`src/rtl/vx_issue_perf_ctr_if.sv`:
```
// Issue-stage handshake bundle observed by the performance counter unit.
// The master side is the issue pipeline; the slave side only monitors.
interface vx_issue_perf_ctr_if #(
    parameter int unsigned NUM_THREADS = 4
);
    logic                   ibuf_valid;
    logic                   ibuf_ready;
    logic                   scb_valid;
    logic                   scb_ready;
    logic [4:0]             ex_valid;
    logic [4:0]             ex_ready;
    logic [NUM_THREADS-1:0] issue_tmask;

    modport master (
        output ibuf_valid,
        output ibuf_ready,
        output scb_valid,
        output scb_ready,
        output ex_valid,
        output ex_ready,
        output issue_tmask
    );

    modport slave (
        input ibuf_valid,
        input ibuf_ready,
        input scb_valid,
        input scb_ready,
        input ex_valid,
        input ex_ready,
        input issue_tmask
    );
endinterface

```
`src/rtl/vx_issue_perf_ctr.sv`:
```
// Issue-stage performance counters: one registered event stage, then accumulation.
// Define PERF_CTR_SATURATE_EN to make every counter saturate instead of wrapping.
module vx_issue_perf_ctr #(
    parameter int unsigned NUM_THREADS = 4,
    parameter int unsigned CTR_BITS    = 44
) (
    input  logic                clk,
    input  logic                reset,
    input  logic                perf_en,
    input  logic                perf_clr,
    vx_issue_perf_ctr_if.slave  issue_if,
    output logic [CTR_BITS-1:0] ibf_stalls,
    output logic [CTR_BITS-1:0] scb_stalls,
    output logic [CTR_BITS-1:0] lsu_stalls,
    output logic [CTR_BITS-1:0] csr_stalls,
    output logic [CTR_BITS-1:0] alu_stalls,
    output logic [CTR_BITS-1:0] fpu_stalls,
    output logic [CTR_BITS-1:0] gpu_stalls,
    output logic [CTR_BITS-1:0] active_threads
);

    localparam int unsigned LANE_BITS = $clog2(NUM_THREADS + 1);
    localparam int unsigned NUM_EX    = 5;
    localparam int unsigned NUM_EV    = 2 + NUM_EX;
    localparam int unsigned EV_IBF    = 0;
    localparam int unsigned EV_SCB    = 1;
    localparam int unsigned EV_EX     = 2;

    logic [NUM_EV-1:0]    ev_d, ev_q;
    logic [LANE_BITS-1:0] lanes_d, lanes_q;
    logic                 fire;

    logic [CTR_BITS-1:0] stall_q [NUM_EV];
    logic [CTR_BITS-1:0] stall_d [NUM_EV];
    logic [CTR_BITS-1:0] thr_q;
    logic [CTR_BITS-1:0] thr_d;

    // Event decode
    always_comb begin
        ev_d = '0;
        ev_d[EV_IBF] = issue_if.ibuf_valid & ~issue_if.ibuf_ready;
        ev_d[EV_SCB] = issue_if.scb_valid & ~issue_if.scb_ready;
        ev_d[EV_EX +: NUM_EX] = issue_if.ex_valid & ~issue_if.ex_ready;
        // Dispatch is one-hot; a multi-hot fire still counts the lanes once.
        fire    = |(issue_if.ex_valid & issue_if.ex_ready);
        lanes_d = '0;
        if (fire) begin
            for (int i = 0; i < NUM_THREADS; i++) begin
                lanes_d = lanes_d + LANE_BITS'(issue_if.issue_tmask[i]);
            end
        end
    end

    // Event stage: perf_en only gates capture, so a registered event still retires.
    always_ff @(posedge clk or negedge reset) begin
        if (!reset) begin
            ev_q    <= '0;
            lanes_q <= '0;
        end else if (perf_clr) begin
            ev_q    <= '0;
            lanes_q <= '0;
        end else if (perf_en) begin
            ev_q    <= ev_d;
            lanes_q <= lanes_d;
        end else begin
            ev_q    <= '0;
            lanes_q <= '0;
        end
    end

`ifdef PERF_CTR_SATURATE_EN
    localparam int unsigned SUM_BITS = CTR_BITS + 1;

    logic [SUM_BITS-1:0] stall_sum [NUM_EV];
    logic [SUM_BITS-1:0] thr_sum;

    // Sum one bit wider and clamp on carry-out.
    always_comb begin
        for (int k = 0; k < NUM_EV; k++) begin
            stall_sum[k] = {1'b0, stall_q[k]} + SUM_BITS'(ev_q[k]);
            stall_d[k]   = stall_sum[k][CTR_BITS] ? '1 : stall_sum[k][CTR_BITS-1:0];
        end
        thr_sum = {1'b0, thr_q} + SUM_BITS'(lanes_q);
        thr_d   = thr_sum[CTR_BITS] ? '1 : thr_sum[CTR_BITS-1:0];
    end
`else
    always_comb begin
        for (int k = 0; k < NUM_EV; k++) begin
            stall_d[k] = stall_q[k] + CTR_BITS'(ev_q[k]);
        end
        thr_d = thr_q + CTR_BITS'(lanes_q);
    end
`endif

    always_ff @(posedge clk or negedge reset) begin
        if (!reset) begin
            for (int k = 0; k < NUM_EV; k++) begin
                stall_q[k] <= '0;
            end
            thr_q <= '0;
        end else if (perf_clr) begin
            for (int k = 0; k < NUM_EV; k++) begin
                stall_q[k] <= '0;
            end
            thr_q <= '0;
        end else begin
            for (int k = 0; k < NUM_EV; k++) begin
                stall_q[k] <= stall_d[k];
            end
            thr_q <= thr_d;
        end
    end

    assign ibf_stalls     = stall_q[EV_IBF];
    assign scb_stalls     = stall_q[EV_SCB];
    assign lsu_stalls     = stall_q[EV_EX + 0];
    assign csr_stalls     = stall_q[EV_EX + 1];
    assign alu_stalls     = stall_q[EV_EX + 2];
    assign fpu_stalls     = stall_q[EV_EX + 3];
    assign gpu_stalls     = stall_q[EV_EX + 4];
    assign active_threads = thr_q;

endmodule

```
`src/flat_wrapper.sv`:
```
// flat-port wrapper written by rule: the top's interface ports become plain ports
module vx_issue_perf_ctr_flat 
#(
    parameter int unsigned NUM_THREADS = 4,
    parameter int unsigned CTR_BITS    = 44
)
  (clk, reset, perf_en, perf_clr, ibf_stalls, scb_stalls, lsu_stalls, csr_stalls, alu_stalls, fpu_stalls, gpu_stalls, active_threads, issue_if_ibuf_valid, issue_if_ibuf_ready, issue_if_scb_valid, issue_if_scb_ready, issue_if_ex_valid, issue_if_ex_ready, issue_if_issue_tmask);
  vx_issue_perf_ctr_if #(.NUM_THREADS(NUM_THREADS)) issue_if_i ();
  input  logic clk;
  input  logic reset;
  input  logic perf_en;
  input  logic perf_clr;
  output logic [CTR_BITS-1:0] ibf_stalls;
  output logic [CTR_BITS-1:0] scb_stalls;
  output logic [CTR_BITS-1:0] lsu_stalls;
  output logic [CTR_BITS-1:0] csr_stalls;
  output logic [CTR_BITS-1:0] alu_stalls;
  output logic [CTR_BITS-1:0] fpu_stalls;
  output logic [CTR_BITS-1:0] gpu_stalls;
  output logic [CTR_BITS-1:0] active_threads;
  input wire logic [$bits(issue_if_i.ibuf_valid)-1:0] issue_if_ibuf_valid;
  input wire logic [$bits(issue_if_i.ibuf_ready)-1:0] issue_if_ibuf_ready;
  input wire logic [$bits(issue_if_i.scb_valid)-1:0] issue_if_scb_valid;
  input wire logic [$bits(issue_if_i.scb_ready)-1:0] issue_if_scb_ready;
  input wire logic [$bits(issue_if_i.ex_valid)-1:0] issue_if_ex_valid;
  input wire logic [$bits(issue_if_i.ex_ready)-1:0] issue_if_ex_ready;
  input wire logic [$bits(issue_if_i.issue_tmask)-1:0] issue_if_issue_tmask;
  assign issue_if_i.ibuf_valid = issue_if_ibuf_valid;
  assign issue_if_i.ibuf_ready = issue_if_ibuf_ready;
  assign issue_if_i.scb_valid = issue_if_scb_valid;
  assign issue_if_i.scb_ready = issue_if_scb_ready;
  assign issue_if_i.ex_valid = issue_if_ex_valid;
  assign issue_if_i.ex_ready = issue_if_ex_ready;
  assign issue_if_i.issue_tmask = issue_if_issue_tmask;
  vx_issue_perf_ctr #(.NUM_THREADS(NUM_THREADS), .CTR_BITS(CTR_BITS)) u_core (.clk(clk), .reset(reset), .perf_en(perf_en), .perf_clr(perf_clr), .issue_if(issue_if_i), .ibf_stalls(ibf_stalls), .scb_stalls(scb_stalls), .lsu_stalls(lsu_stalls), .csr_stalls(csr_stalls), .alu_stalls(alu_stalls), .fpu_stalls(fpu_stalls), .gpu_stalls(gpu_stalls), .active_threads(active_threads));
endmodule
```
`config.mk`:
```
export PLATFORM = sky130hd
export DESIGN_NAME = vx_issue_perf_ctr_flat
export DESIGN_NICKNAME = d
export VERILOG_FILES = /design/src/rtl/vx_issue_perf_ctr_if.sv /design/src/rtl/vx_issue_perf_ctr.sv /design/src/flat_wrapper.sv
export SDC_FILE = /design/constraint.sdc
export NUM_CORES = 1
export LEC_CHECK = 0
export BUFFER_PORTS_ARGS = -buffer_cell sky130_fd_sc_hd__buf_2
export CORE_MARGIN = 2
export CORE_UTILIZATION = 50
export CTS_CLUSTER_DIAMETER = 50
export DETAILED_ROUTE_END_ITERATION = 6
export HOLD_SLACK_MARGIN = 0.06
export PLACE_DENSITY = 0.77
export SETUP_SLACK_MARGIN = 0.2
export SYNTH_ARGS = -nofsm -noshare
export SYNTH_HDL_FRONTEND = slang
export SYNTH_SLANG_ARGS = --single-unit
```
`constraint.sdc`:
```
create_clock -name clk -period 2.11 [get_ports clk]
set_clock_uncertainty 0.2 [all_clocks]
set_input_delay 0.422 -clock clk [delete_from_list [all_inputs] [get_ports clk]]
set_output_delay 0.422 -clock clk [all_outputs]
set_load 0.02 [all_outputs]
```
==> results of run 1 <==
==> metal layers <==
| metal | up-vias | track usage, % |
|---|---|---|
| met5 | - | 0 |
| met2 | 1060 | 50.5 |
| met1 | 9319 | 38.5 |
| li1 | 8086 | - |
| met4 | 0 | 15.7 |
| met3 | 296 | 6.53 |
==> state kept, by name, indices dropped and copies added (netlist names), 7 cells and up <==
register and flops:
u_core.active_threads 44, u_core.alu_stalls 44, u_core.csr_stalls 44, u_core.fpu_stalls 44, u_core.gpu_stalls 44, u_core.ibf_stalls 44, u_core.lsu_stalls 44, u_core.scb_stalls 44
u_core.ev_q 7
==> where the power goes <==
group / internal, W / switching [W]
clock: 0.00468 / 0.00326
sequential: 0.00696 / 0.0000175
combinational: 0.000136 / 0.000339
==> area by class of cell <==
cell class	count	area (µm²)
clock buffer	62	1280
clock inverter	22	235
fill	1991	7380
inverter	32	120
multi-input combinational	1379	10600
sequential	362	9220
tap	461	577
timing repair buffer	796	5920
==> cell usage in the layout, fill, tap and decap left out, drive strengths merged, types with 4 or more instances in the layout <==
master and n:
ha 19, a21oi 92, nor2 265, and3 38, or4 21, nand3 121, o31ai 18, mux2 5
xor2 144, clkinv 7, and2 18, xnor2 94, dfrtp 362, nor4 46, and4 43, or3 72
buf 781, clkbuf 65, nor2b 28, dlygate4sd3 12, nand2 107, o21ai 67, inv 37, nor3 33
nor3b 9, nand2b 4, nand4 113, clkinvlp 7
==> stage by stage <==
step	power [W]	cells	instance area [µm²]
2_1_floorplan	0.00725	1850	18800
3_3_place_gp	0.00753	2793	22400
3_5_place_dp	0.00754	2793	22400
4_1_cts	0.0154	3027	26200
5_1_grt	0.0158	3114	27900
6_report	0.0154	3114	27900
==> logic make-up after synthesis <==
kind of cell	count (synthesis)	synth area share, %
mux	5	0.316
simple gates	926	27.4
fa+ha+maj	21	1.56
xor+xnor	238	11.7
compound gates	189	5.80
buf+inv	109	2.32
flops	362	50.9
==> worst max-delay path: stages (launching register included) <==
cell     delay [ps]
dfrtp_2         430
ha_4            300
nand3_2          80
a21o_1          190
buf_4           140
buf_6           120
buf_12          150
nor4_4          180
xnor2_1         170
nor2_1           80
==> worst paths after layout <==
kind                                           from                        end  slack [ps]
setup / recovery           u_core.active_threads[2]  u_core.active_threads[35]        -120
hold / removal              issue_if_issue_tmask[3]          u_core.lanes_q[0]         100
setup reg to reg           u_core.active_threads[2]  u_core.active_threads[35]        -120
hold reg to reg               u_core.scb_stalls[43]      u_core.scb_stalls[43]         350
max in group asynchronous                     reset       u_core.lsu_stalls[2]         790
min in group asynchronous                     reset      u_core.fpu_stalls[36]         200
==> timing repair <==
item                       CTS  global route
setup buffers              129            84
pin swaps                  167           179
setup endpoints to repair  199           330
resized for setup          228           249
hold endpoints to repair   257             0
cloned                       9             3
hold buffers                12             0
==> flow_summary.ini, run 1 <==
[drt]
wl_met1_mm = 24.6
vias_per_cell = 6.02
highest_layer = met4
wl_met3_mm = 5.51
num_vias = 18800
wl_met2_mm = 33.0
firstDrtPassIters = 5
totalWireLength_mm = 66.9
drtIter0Drc = 1472
drc = 0
wl_per_cell_um = 21.5
antenna_left = 0

[run_status]
violations = negative setup slack
status = finished with violations

[final_layout]
drive_gt1_share_pct = 49.1
insertedDiodeCount = 0
final_util_pct = 79.1
area_growth_pct = 56.8
final_nets = 2659

[synthesis]
synthFlopType = dfrtp_1
synth_largest_area_cell = dfrtp_1
synth_seq_cells = 362
ys_types = 42
async_reset_ff_share_pct = 100
synthCells = 1850
yosysMostFrequentCell = dfrtp_1
synth_top_area_share_pct = 50.9
synthTopCellsByCount = 362 x dfrtp_1, 265 x nor2_1, 144 x xor2_1
synth_fp_nets = 1893
synth_warnings = 0
synth_area_leaders = dfrtp_1 51%, xor2_1 7.1%, nor2_1 5.6%
avgSynthCellArea_um2 = 9.63
synthesis.area_mm2 = 0.0178
synth.yosys.seq_area_share_pct = 50.9
synth_edf_count = 0

[timing]
fin_tns_setup_ps = -1420
setup_viol = 39
holdWs_ps = 104
tightest_slew_ps = 803
finalCritPeriodShare_pct = 105
drv_slew = 0
hold_violations = 0
fin_ws_ps = -115
slew_headroom_pct = 46.4
grt_setup_unrepaired = true
timing.fmax_mhz = 449
period_needed_ps = 2230

[clocking]
cts_buffer_depth = 3
clock_sinks = 362
cts_buffers = 45
clk_latency_ps = 560
clkSlewWorstSetupHoldPaths_ps = 60
htreeDepth = 2
root_buffer = clkbuf_16
cts_tree = done

[placement]
hpwl_mm = 36.0
pre_cts_ws_ps = -107
portBuffers = 373
routabilityCongestion = 0.871

[critical_path]
r2r_cells = 9
path_max_fanout = 7
crit_required_ps = 2300
critPathLaunchType = flip-flop
crit_path_end_kind = flip-flop
crit_arrival_ps = 2410
crit_type = reg -> reg

[power]
irDropWorstVdd_mv = 0.559
p_per_area_mw_per_mm2 = 551
leakagePower_nw = 13.6

[floorplan]
die_y_um = 193
die_x_um = 193
core_mm2 = 0.0353
io-pin-count = 374
start_util_pct = 50.4
dieArea_mm2 = 0.0372
num_rows = 69

[global_routing]
antenna_found_initial = 1
grt.overflow.total = 0
grt_pass1_vias = 17600
grt_pass1_wl_mm = 91.9
track_usage_pct = 30.8
grt_max_degree = 141

[flow_run]
maxCapViolCount = 0

[min_path]
worstHoldPathCells = 4
hold_class = in -> reg
No activity file was read; power rests on OpenSTA's default activity.
==> run 2, diff against run 1 <==
BUFFER_PORTS_ARGS = not set   (was -buffer_cell sky130_fd_sc_hd__buf_2)
CORE_ASPECT_RATIO = 0.8   (was not set)
CORE_UTILIZATION = 58   (was 50)
DONT_BUFFER_PORTS = 1   (was not set)
PLACE_DENSITY = 0.76   (was 0.77)
SETUP_SLACK_MARGIN = 0.1   (was 0.2)
==> run 2 against run 1 <==
Effect of this change:
- critical path depth decreased by 2
- clock-buffer cell count increased by 2
- die area shrank 13%
- setup slack lost 440 ps
- non-clock buffer count fell by 232
- final cell count is 9.4% lower
- worst hold slack got worse by 740 ps
- clock power is 10% lower
- the run ends with design-rule violations, negative hold slack, negative setup slack left
- combinational power down 65%
- wire length is 1.3% lower
- global-route usage is 3.9 points higher
==> flow_summary.ini, run 2 (synthesis gave the netlist of run 1 again) <==
[run_status]
status = finished with violations
violations = design-rule violations, negative hold slack, negative setup slack

[critical_path]
path_max_fanout = 18
crit_arrival_ps = 2900
crit_required_ps = 2340
r2r_cells = 7
crit_path_end_kind = flip-flop
crit_type = reg -> reg
critPathLaunchType = flip-flop

[drt]
vias_per_cell = 6.37
totalWireLength_mm = 66.1
firstDrtPassIters = 7
antenna_left = 0
drtIter0Drc = 1828
wl_per_cell_um = 23.4
drc = 17
num_vias = 18000

[final_layout]
area_growth_pct = 44.4
drive_gt1_share_pct = 37.1
final_cell_mix = 457 x buf_4, 267 x dfrtp_1, 257 x nor2_1
multi_input_area_mm2 = 0.00995
final_common_cell = buf_4
final_util_pct = 84.9
regArea_mm2 = 0.00918
n_fill_cell = 1451
final_cells = 2822
final_nets = 2421

[global_routing]
grt.overflow.total = 0
grt_max_degree = 364
antenna_found_initial = 1
track_usage_pct = 34.7
grt_pass1_vias = 17200
grt_pass1_wl_mm = 88.9

[timing]
holdWs_ps = -637
setup_viol = 95
slew_headroom_pct = 56.3
hold_violations = 462
timing.fmax_mhz = 375
tightest_slew_ps = 655
fin_ws_ps = -553
fin_tns_setup_ps = -11380
finalCritPeriodShare_pct = 126
period_needed_ps = 2660
grt_setup_unrepaired = true
drv_slew = 0

[power]
leakagePower_nw = 11.7
p_per_area_mw_per_mm2 = 555
irDropWorstVdd_mv = 0.964
fin_total_pwr_w = 0.0143

[floorplan]
dieArea_mm2 = 0.0321
io-pin-count = 374
num_rows = 57
core_mm2 = 0.0303
die_y_um = 161
die_x_um = 200
start_util_pct = 58.8

[clocking]
cts_buffer_depth = 3
clk_latency_ps = 550
cts_buffers = 39
cts_tree = done
postCtsHoldBufs = 59
clkSlewWorstSetupHoldPaths_ps = 80
clock_sinks = 362
root_buffer = clkbuf_16
htreeDepth = 2

[placement]
portBuffers = 0
routabilityCongestion = 0.892
pre_cts_ws_ps = -209
hpwl_mm = 35.4
placed_cells = 2596

[flow_run]
maxCapViolCount = 0

[min_path]
hold_class = in -> async
==> run 2: cell count changes in the layout (fill, tap and decap cells not counted), sizes merged <==
cell	previous run	this run
diode	0	1
clkbuf	65	66
clkinv	7	3
bufinv	3	1
buf	781	507
inv	37	34
clkinvlp	7	1
dlygate4sd3	12	55
==> run 2: final cells by class <==
type / instances / area share, %
sequential: 362 / 35.7
multi-input combinational: 1379 / 38.7
timing repair buffer: 564 / 18.1
tap: 413 / 2.01
clock buffer: 64 / 4.75
clock inverter: 7 / 0.297
antenna: 1 / 0.00973
inverter: 32 / 0.467
==> run 2: path summary, 6_finish.rpt <==
| kind | startpoint | endpoint | slack (ps) |
|---|---|---|---|
| setup / recovery | u_core.fpu_stalls[16] | u_core.fpu_stalls[43] | -550 |
| min in group clk | perf_clr | u_core.lsu_stalls[12] | -270 |
| hold reg to reg | u_core.active_threads[4] | u_core.active_threads[4] | 420 |
| max in group asynchronous | reset | u_core.active_threads[0] | 1750 |
| hold / removal | reset | u_core.lsu_stalls[17] | -640 |
| setup reg to reg | u_core.fpu_stalls[16] | u_core.fpu_stalls[43] | -550 |
==> run 2: per-stage QoR <==
step / cell area (µm²) / hold WS (ps)
global route: 25700 / -651
global placement: 21700 / -66.7
detailed placement: 21700 / -65.7
CTS: 24400 / -643
floorplan: 18500 / -73.6
finish: 25700 / -637
==> run 2: layer usage <==
layer	share of wire [%]	global-route usage, %	up-vias
li1	-	-	7597
met1	34	41.0	8798
met2	47	56.7	1205
met3	12	11.1	385
met4	7.2	17.8	0
met5	0	0	-
==> run 2: power by group <==
group          leakage, nW  switching, W  internal, W
logic                 6.19     0.0000671     0.000101
clock network        0.635       0.00303      0.00410
registers             4.90     0.0000179      0.00696
==> run 2: worst max-delay path, cell delays in order (launching register included) <==
cell	delay (ps)
dfrtp_1	490
and4_4	330
nand4_1	360
buf_12	320
buf_4	170
nor4_4	400
xnor2_1	180
nor2_1	60
==> run 2: what timing repair did <==
action / CTS / global route
gates cloned: 4 / 4
endpoints found under the hold margin: 722 / 680
pin swaps: 97 / 136
resized for setup: 99 / 186
buffers inserted: 44 / 50
setup endpoints to repair: 100 / 198
